--- src/rtl/f5_reader.sv ---
// F5 buffer reader: streams N_ELEM elements from the F5 buffer to the F6 stage
// through a credit-controlled show-ahead FIFO that absorbs the buffer read latency.
module f5_reader #(
    parameter int N_ELEM     = 120,
    parameter int RD_LAT     = 3,
    parameter int FIFO_DEPTH = 4
) (
    input  logic        clk,
    input  logic        rst,
    input  logic        start,
    output logic        busy,
    output logic        done,
    output logic [4:0]  f5_raddr,
    output logic [3:0]  f5_sel,
    input  logic [15:0] f5_rdata,
    output logic [15:0] dout,
    output logic        dout_valid,
    input  logic        dout_ready,
    output logic        dout_last,
    output logic [8:0]  dout_idx
);
    localparam int PW = (FIFO_DEPTH > 1) ? $clog2(FIFO_DEPTH) : 1;
    localparam int CW = $clog2(FIFO_DEPTH + RD_LAT + 1) + 1;
    localparam logic [9:0] N_ELEM_W  = 10'(N_ELEM);
    localparam logic [9:0] LAST_ISSUE = 10'(N_ELEM - 1);
    localparam logic [8:0] LAST_IDX  = 9'(N_ELEM - 1);

    typedef enum logic [1:0] {IDLE, READ, DRAIN, DONE} state_t;

    state_t            state;
    logic [9:0]        issue_cnt;
    logic [8:0]        push_cnt;
    logic [RD_LAT-1:0] inflight_sr;
    logic [15:0]       data_mem [FIFO_DEPTH];
    logic [8:0]        idx_mem  [FIFO_DEPTH];
    logic [FIFO_DEPTH-1:0] last_mem;
    logic [PW-1:0]     wr_ptr, rd_ptr;
    logic [CW-1:0]     fifo_count, inflight, credit_used;
    logic              issue, push, pop;

    function automatic logic [PW-1:0] next_ptr(input logic [PW-1:0] p);
        return (p == PW'(FIFO_DEPTH - 1)) ? '0 : p + PW'(1);
    endfunction

    always_comb begin
        inflight = '0;
        for (int i = 0; i < RD_LAT; i++) inflight = inflight + CW'(inflight_sr[i]);
    end

    // A slot popped this cycle is already free, so it is credited back immediately;
    // this keeps one issue per cycle with FIFO_DEPTH = RD_LAT+1.
    assign push        = inflight_sr[RD_LAT-1];
    assign dout_valid  = (fifo_count != '0);
    assign pop         = dout_valid & dout_ready;
    assign credit_used = fifo_count + inflight - CW'(pop);
    assign issue       = (state == READ) && (issue_cnt < N_ELEM_W) &&
                         (credit_used < CW'(FIFO_DEPTH));

    assign dout      = data_mem[rd_ptr];
    assign dout_idx  = idx_mem[rd_ptr];
    assign dout_last = dout_valid & last_mem[rd_ptr];

    always_ff @(posedge clk or posedge rst) begin
        if (rst) begin
            state     <= IDLE;
            busy      <= 1'b0;
            done      <= 1'b0;
            issue_cnt <= '0;
            f5_raddr  <= '0;
            f5_sel    <= '0;
        end else begin
            case (state)
                IDLE: begin
                    if (start) begin
                        state     <= READ;
                        busy      <= 1'b1;
                        issue_cnt <= '0;
                    end
                end
                READ: begin
                    if (issue) begin
                        f5_raddr  <= issue_cnt[8:4];
                        f5_sel    <= issue_cnt[3:0];
                        issue_cnt <= issue_cnt + 10'd1;
                        if (issue_cnt == LAST_ISSUE) state <= DRAIN;
                    end
                end
                DRAIN: begin
                    if (pop && dout_last) begin
                        state <= DONE;
                        done  <= 1'b1;
                    end
                end
                DONE: begin
                    state <= IDLE;
                    busy  <= 1'b0;
                    done  <= 1'b0;
                end
                default: state <= IDLE;
            endcase
        end
    end

    always_ff @(posedge clk or posedge rst) begin
        if (rst) begin
            inflight_sr <= '0;
            wr_ptr      <= '0;
            rd_ptr      <= '0;
            fifo_count  <= '0;
            push_cnt    <= '0;
            last_mem    <= '0;
            for (int i = 0; i < FIFO_DEPTH; i++) begin
                data_mem[i] <= '0;
                idx_mem[i]  <= '0;
            end
        end else begin
            inflight_sr[0] <= issue;
            for (int i = 1; i < RD_LAT; i++) inflight_sr[i] <= inflight_sr[i-1];

            if (push) begin
                data_mem[wr_ptr] <= f5_rdata;
                idx_mem[wr_ptr]  <= push_cnt;
                last_mem[wr_ptr] <= (push_cnt == LAST_IDX);
                wr_ptr           <= next_ptr(wr_ptr);
                push_cnt         <= push_cnt + 9'd1;
            end
            if (state == IDLE && start) push_cnt <= '0;
            if (pop) rd_ptr <= next_ptr(rd_ptr);

            if (push && !pop)      fifo_count <= fifo_count + CW'(1);
            else if (!push && pop) fifo_count <= fifo_count - CW'(1);
        end
    end
endmodule

--- config.mk ---
export PLATFORM = sky130hd
export DESIGN_NAME = f5_reader
export DESIGN_NICKNAME = d
export VERILOG_FILES = /design/src/rtl/f5_reader.sv
export SDC_FILE = /design/constraint.sdc
export NUM_CORES = 1
export LEC_CHECK = 0
export ABC_AREA = 1
export CAP_MARGIN = 20
export CORE_AREA = 2 2 142 131
export DETAILED_ROUTE_END_ITERATION = 6
export DIE_AREA = 0 0 144 133
export GPL_ROUTABILITY_DRIVEN = 0
export PLACE_DENSITY = 0.66
export SYNTH_ARGS = -nofsm -noshare
export SYNTH_HDL_FRONTEND = slang
export SYNTH_SLANG_ARGS = --single-unit
--- constraint.sdc ---
create_clock -name clk -period 5.77 [get_ports clk]
set_input_delay 1.731 -clock clk [delete_from_list [all_inputs] [get_ports clk]]
set_output_delay 1.731 -clock clk [all_outputs]
set_load 0.05 [all_outputs]
# --- Yosys cells after proc, flatten, opt, wreduce, memory -nomap -nowiden ---
# Cells that the tools add are included.
word_totals:
  register_bits: 147
  latch_bits: 0
  ramBits: 0
  mem_bits_ro: 0
  in_bits: 20
  wordCells: 110
  mem_count: 0
classes:
  addsub: 10
  n_mul: 0
  n_div: 0
  n_lt_le_gt_ge: 8
  n_eq_ne: 11
  shift: 0
  mux: 35
  bitwise: 4
  reduce_logical: 22
op_table:
  columns: ["op", "count"]
  rows:
  - ["$bwmux W64", 1]
  - ["$mux W16", 3]
  - ["$mux W9", 5]
  - ["$bwmux W36", 1]
  - ["$bmux W16 S2", 1]
  - ["$demux W16 S2", 1]
  - ["$mux W10", 2]
  - ["$pmux W10 S2", 1]
  - ["$bmux W9 S2", 1]
  - ["$demux W9 S2", 1]
  - ["$mux W2", 6]
  - ["$add A10 B1 Y10 const B", 1]
  - ["$eq A10 B7 Y1 const B", 1]
  - ["$lt A10 B7 Y1 const B", 1]
  - ["$reduce_bool A2 Y1", 5]
  - ["$add A9 B1 Y9 const B", 1]
  - ["$eq A9 B7 Y1 const B", 1]
  - ["$eq A2 B2 Y1 const B", 4]
  - ["$logic_and A1 B1 Y1", 8]
  - ["$mux W4", 2]
  - ["$pmux W2 S4", 1]
  - ["$ge A3 B3 Y1 const B", 2]
  - ["$lt A2 B3 Y1 const B", 2]
  - ["$ne A2 B2 Y1 const B", 3]
  - ["25 further kinds", 35]

# --- Longest topological paths before layout ---
depth:
  ltp_word: 8
  ltp_mapped: 20

# --- Least setup slack after synthesis ---
# No wires, ideal clock.
synth_path:
  path_type: "in2reg"
  start: "input dout_ready"
  end: "register issue_cnt[0]"
  setup_time_ns: 0.117
  arrival_time_ns: 3.527
  slack_ns: 2.126
  cell_stages: 17
  path_buffers: 0
  path_cell_list: "inv_1 -> nor2_2 -> ha_1 -> inv_1 -> fa_1 -> ha_1 -> nand2_1 -> inv_1 -> nand2_1 -> nand2_1 -> nand2_1 -> nand2_1 -> nand3_4 -> o21ai_2 -> nand2_1 -> nand2_1 -> nand2_1"
synth_between:
  elab_chain_len: 6
synth_lines:
  columns: ["element", "line", "rtl"]
  rows:
  - ["from (decl)", "18", "input logic dout_ready,"]
  - ["$and A1 B1 Y1", "54", "assign pop = dout_valid & dout_ready;"]
  - ["net pop", "39", "logic issue, push, pop;"]
  - ["$sub A4 B1 Y4", "55", "assign credit_used = fifo_count + inflight - CW'(pop);"]
  - ["$lt A4 B3 Y1", "57", "(credit_used < CW'(FIFO_DEPTH));"]
  - ["$logic_and A1 B1 Y1", "56", "assign issue = (state == READ) && (issue_cnt < N_ELEM_W) &&"]
  - ["$ne A2 B2 Y1 (no line)", null, null]
  - ["$reduce_and A3 Y1 (no line)", null, null]
  - ["to (signal assigned)", "84", "issue_cnt <= issue_cnt + 10'd1;"]
  - ["to (decl)", "31", "logic [9:0] issue_cnt;"]
# The timed path passes the listed nets, and every way through them passes these cells.
# A chain may end at the register's enable or synchronous reset.

# --- Final worst setup path ---
layout_path:
  start: "register rd_ptr[0]"
  end: "output dout_idx[7]"
layout_between:
  elab_chain_len: 4
layout_lines:
  columns: ["element", "line", "rtl"]
  rows:
  - ["from (decl)", "37", "logic [PW-1:0] wr_ptr, rd_ptr;"]
  - ["from (signal assigned)", "128", "if (pop) rd_ptr <= next_ptr(rd_ptr);"]
  - ["$not A2 Y3 (not written as such)", "60", "assign dout_idx = idx_mem[rd_ptr];"]
  - ["$bmux W9 S2", "60", null]
  - ["$mux W9 (not written as such) (2 in a row)", "60", null]
  - ["to (decl)", "20", "output logic [8:0] dout_idx"]
# Every way passes these cells. The select of a mux whose other input is x is not followed.

==> metrics.cfg <==
[place]
port-buffer-count=57
place_ws_ns=1.01
dp.cells=1068
dp_hpwl_mm=8.91
placed_area_mm2=0.00756

[routing]
firstDrtPassIters=4
drcViolationCount=0
route.antenna.remaining_nets=0
viasPerCell=4.91
drtIter0Drc=379
finalWirelength_mm=15.0
routedWlPerCell_um=13.7
num_vias=5401

[cells_and_area]
area_growth_syn_to_layout_pct=19.7
final-instance-count-excl-fill=1099
final_util=0.455
finalInstanceArea_mm2=0.00811
finalNetCount=884
seq_area_mm2=0.00368
n_fill_cell=1774
drive_gt1_frac=0.0527
multi_input_area_mm2=0.00265
n_antenna_cell=0

[setup_path]
cp_num_cells=4
rrSetupSlack_ns=2.33
setup.worst_path.end_class=output port
critPathTopFamily=buffers and inverters
path_max_fanout=53
reg2reg_depth=19
crit_slowest_cell=clkdlybuf4s50_1
required_ns=4.04
crit_arrival_ns=2.79
critPathBufInv=2
crit_chain=inv_2 > o21ai_0 > o22ai_1 > clkdlybuf4s50_1
startpoint_type=flip-flop
slowest_delay_ns=0.86
setup.worst_path.class=flip-flop to output port

[floorplan]
rows=47
core_mm2=0.0178
dieArea_mm2=0.0192
start_util=0.380
die_h_um=133
io_pins=58
die_w_um=144

[pwr]
peakVddDrop_mv=0.274
switching_share=0.430
clock_power_share=0.225
power.leakage_nw=3.84
p_int_mw=2.66
p_per_area_mw_per_mm2=575
p_sw_mw=2.01
seqPwrFrac=0.322
totalPowerFinal_mw=4.67
pwr-share-comb=0.453

[clock_network]
htreeDepth=4
cts_sinks=147
clock_latency_ns=0.42
clock_path_buffers=2
post_cts_buffers=0
hold_buffers=0
cts_root_buffer=clkbuf_16
clk_pin_slew_ns=0.06
cts_tree=built
cts_made_buffers=17
postCtsResizedCells=0

[timing]
fin_crit_ns=4.52
rsz0062_at_grt=false
worst_pin_slew_ns=0.953
final_hold_viol_count=0
fmax_mhz=221
hold_slack_ns=0.382
maxSlewViolCount=0
relSlewSlack=0.364
setup_viol=0
period_share=0.783
clock_skew_ns=0.0102
layout_setup_ws_ns=1.25
fin_tns_setup_ns=0

[run_status]
status=finished clean

[grt]
first_global_vias=5203
grt_max_degree=93
grt_usage=0.167
grt-ovfl-total=0
antenna_found_initial=0
grt_pass1_wl_mm=25.6

[synthesis]
synth-simple-area-share=0.175
synth_cells=799
synth_top_family_by_area=simple AND/OR/NAND/NOR gates
synthTopCellsByArea=dfrtp_1 54%, o21ai_0 12%, nand2_1 11%, inv_1 4.0%, nor2_1 3.8%
synth_compound_area_frac=0.166
synth_cell_types=28
yosys_most_used_dff=dfrtp_1
synth_area_leader_cell=dfrtp_1
async_flop_share=1.00
synth_top_area_frac=0.543
synth_fa_ha_area_frac=0.0428
yosys-top-cells-count=191 x nand2_1, 168 x o21ai_0, 147 x dfrtp_1
synth_xor_area_frac=0.00646
synthMuxAreaShare=0
yosysMostFrequentCell=nand2_1
synth_edf_count=0
ys_seq_area_frac=0.543
synth_fp_nets=841
postSynthAreaPerCell_um2=8.48
syn-cell-area_mm2=0.00678
ys_warn_count=0
ys_ff_latch=147

[min_path]
min_path_type=flip-flop to flip-flop
worstHoldPathCells=0

[run]
drv_cap=0

-- worst register-to-register path, delay by kind of cell, from the launching register on --
| kind | cells | cell delay (ns) |
|---|---|---|
| simple gates | 11 | 1.33 |
| fa+ha+maj | 4 | 1.11 |
| compound gates | 1 | 0.27 |
| buf+inv | 3 | 0.22 |
| flops | 1 | 0.40 |
-- kinds of logic (layout without fill, tap and decap cells) --
logic type,count (synthesis),after routing
compound gates,214,214
flops,147,147
xor+xnor,5,5
simple gates,296,296
fa+ha+maj,22,22
buf+inv,115,170
-- worst paths after layout --
| check | end | start |
|---|---|---|
| max | dout_idx[7] | rd_ptr[0]$_DFFE_PP0P_ |
| min | inflight_sr[2]$_DFF_PP0_ | inflight_sr[1]$_DFF_PP0_ |
| max reg2reg | issue_cnt[6]$_DFFE_PP0P_ | fifo_count[2]$_DFFE_PP0P_ |
| min reg2reg | inflight_sr[2]$_DFF_PP0_ | inflight_sr[1]$_DFF_PP0_ |
| max in group asynchronous | idx_mem[35]$_DFFE_PP0P_ | rst |
| min in group asynchronous | idx_mem[32]$_DFFE_PP0P_ | rst |
-- state kept, by name, summed over array words and instances (netlist names), 3 cells and up --
| signal | cells |
|---|---|
| issue_cnt | 10 |
| idx_mem | 36 |
| data_mem | 64 |
| f5_raddr | 5 |
| fifo_count | 4 |
| last_mem | 4 |
| push_cnt | 9 |
| inflight_sr | 3 |
| f5_sel | 4 |
-- power by group through the flow --
stage	clock, mW	combinational, mW	sequential [mW]
after floorplan	0	1.55	1.51
final	1.05	2.12	1.50
after global placement	0	2.09	1.51
after CTS	1.07	2.14	1.50
after detailed placement	0	2.12	1.52
after global routing	1.12	2.36	1.54
-- cell type report --
type	instances	share of cell area
clock buffer	23	0.0552
clock inverter	8	0.0128
inverter	74	0.0349
multi-input combinational	537	0.327
sequential	147	0.453
tap	245	0.0378
timing repair buffer	65	0.0793
-- per-layer routing --
layer / global-route usage / share of wire / vias up
met5: 0 / 0 / -
met4: 0.0490 / 0.011 / 0
met3: 0.0387 / 0.045 / 14
met2: 0.261 / 0.46 / 115
met1: 0.232 / 0.49 / 2581
li1: - / - / 2691
-- layout by cell type (no fill, tap or decap), types with 3 or more instances in the layout --
| master | synthesis | routed |
|---|---|---|
| buf_4 | 1 | 7 |
| xor2_1 | 3 | 3 |
| nor2_1 | 68 | 68 |
| o22ai_1 | 26 | 26 |
| inv_1 | 72 | 71 |
| a21oi_1 | 13 | 13 |
| nand2_1 | 191 | 191 |
| clkbuf_16 | 0 | 17 |
| clkdlybuf4s50_1 | 0 | 57 |
| clkbuf_1 | 35 | 6 |
| nand3_1 | 21 | 21 |
| dfrtp_1 | 147 | 147 |
| nand4_1 | 6 | 6 |
| ha_1 | 20 | 20 |
| o21ai_0 | 168 | 168 |
| nor3_1 | 3 | 3 |
| a21oi_2 | 4 | 4 |
Power figures use the tool's default switching activity.
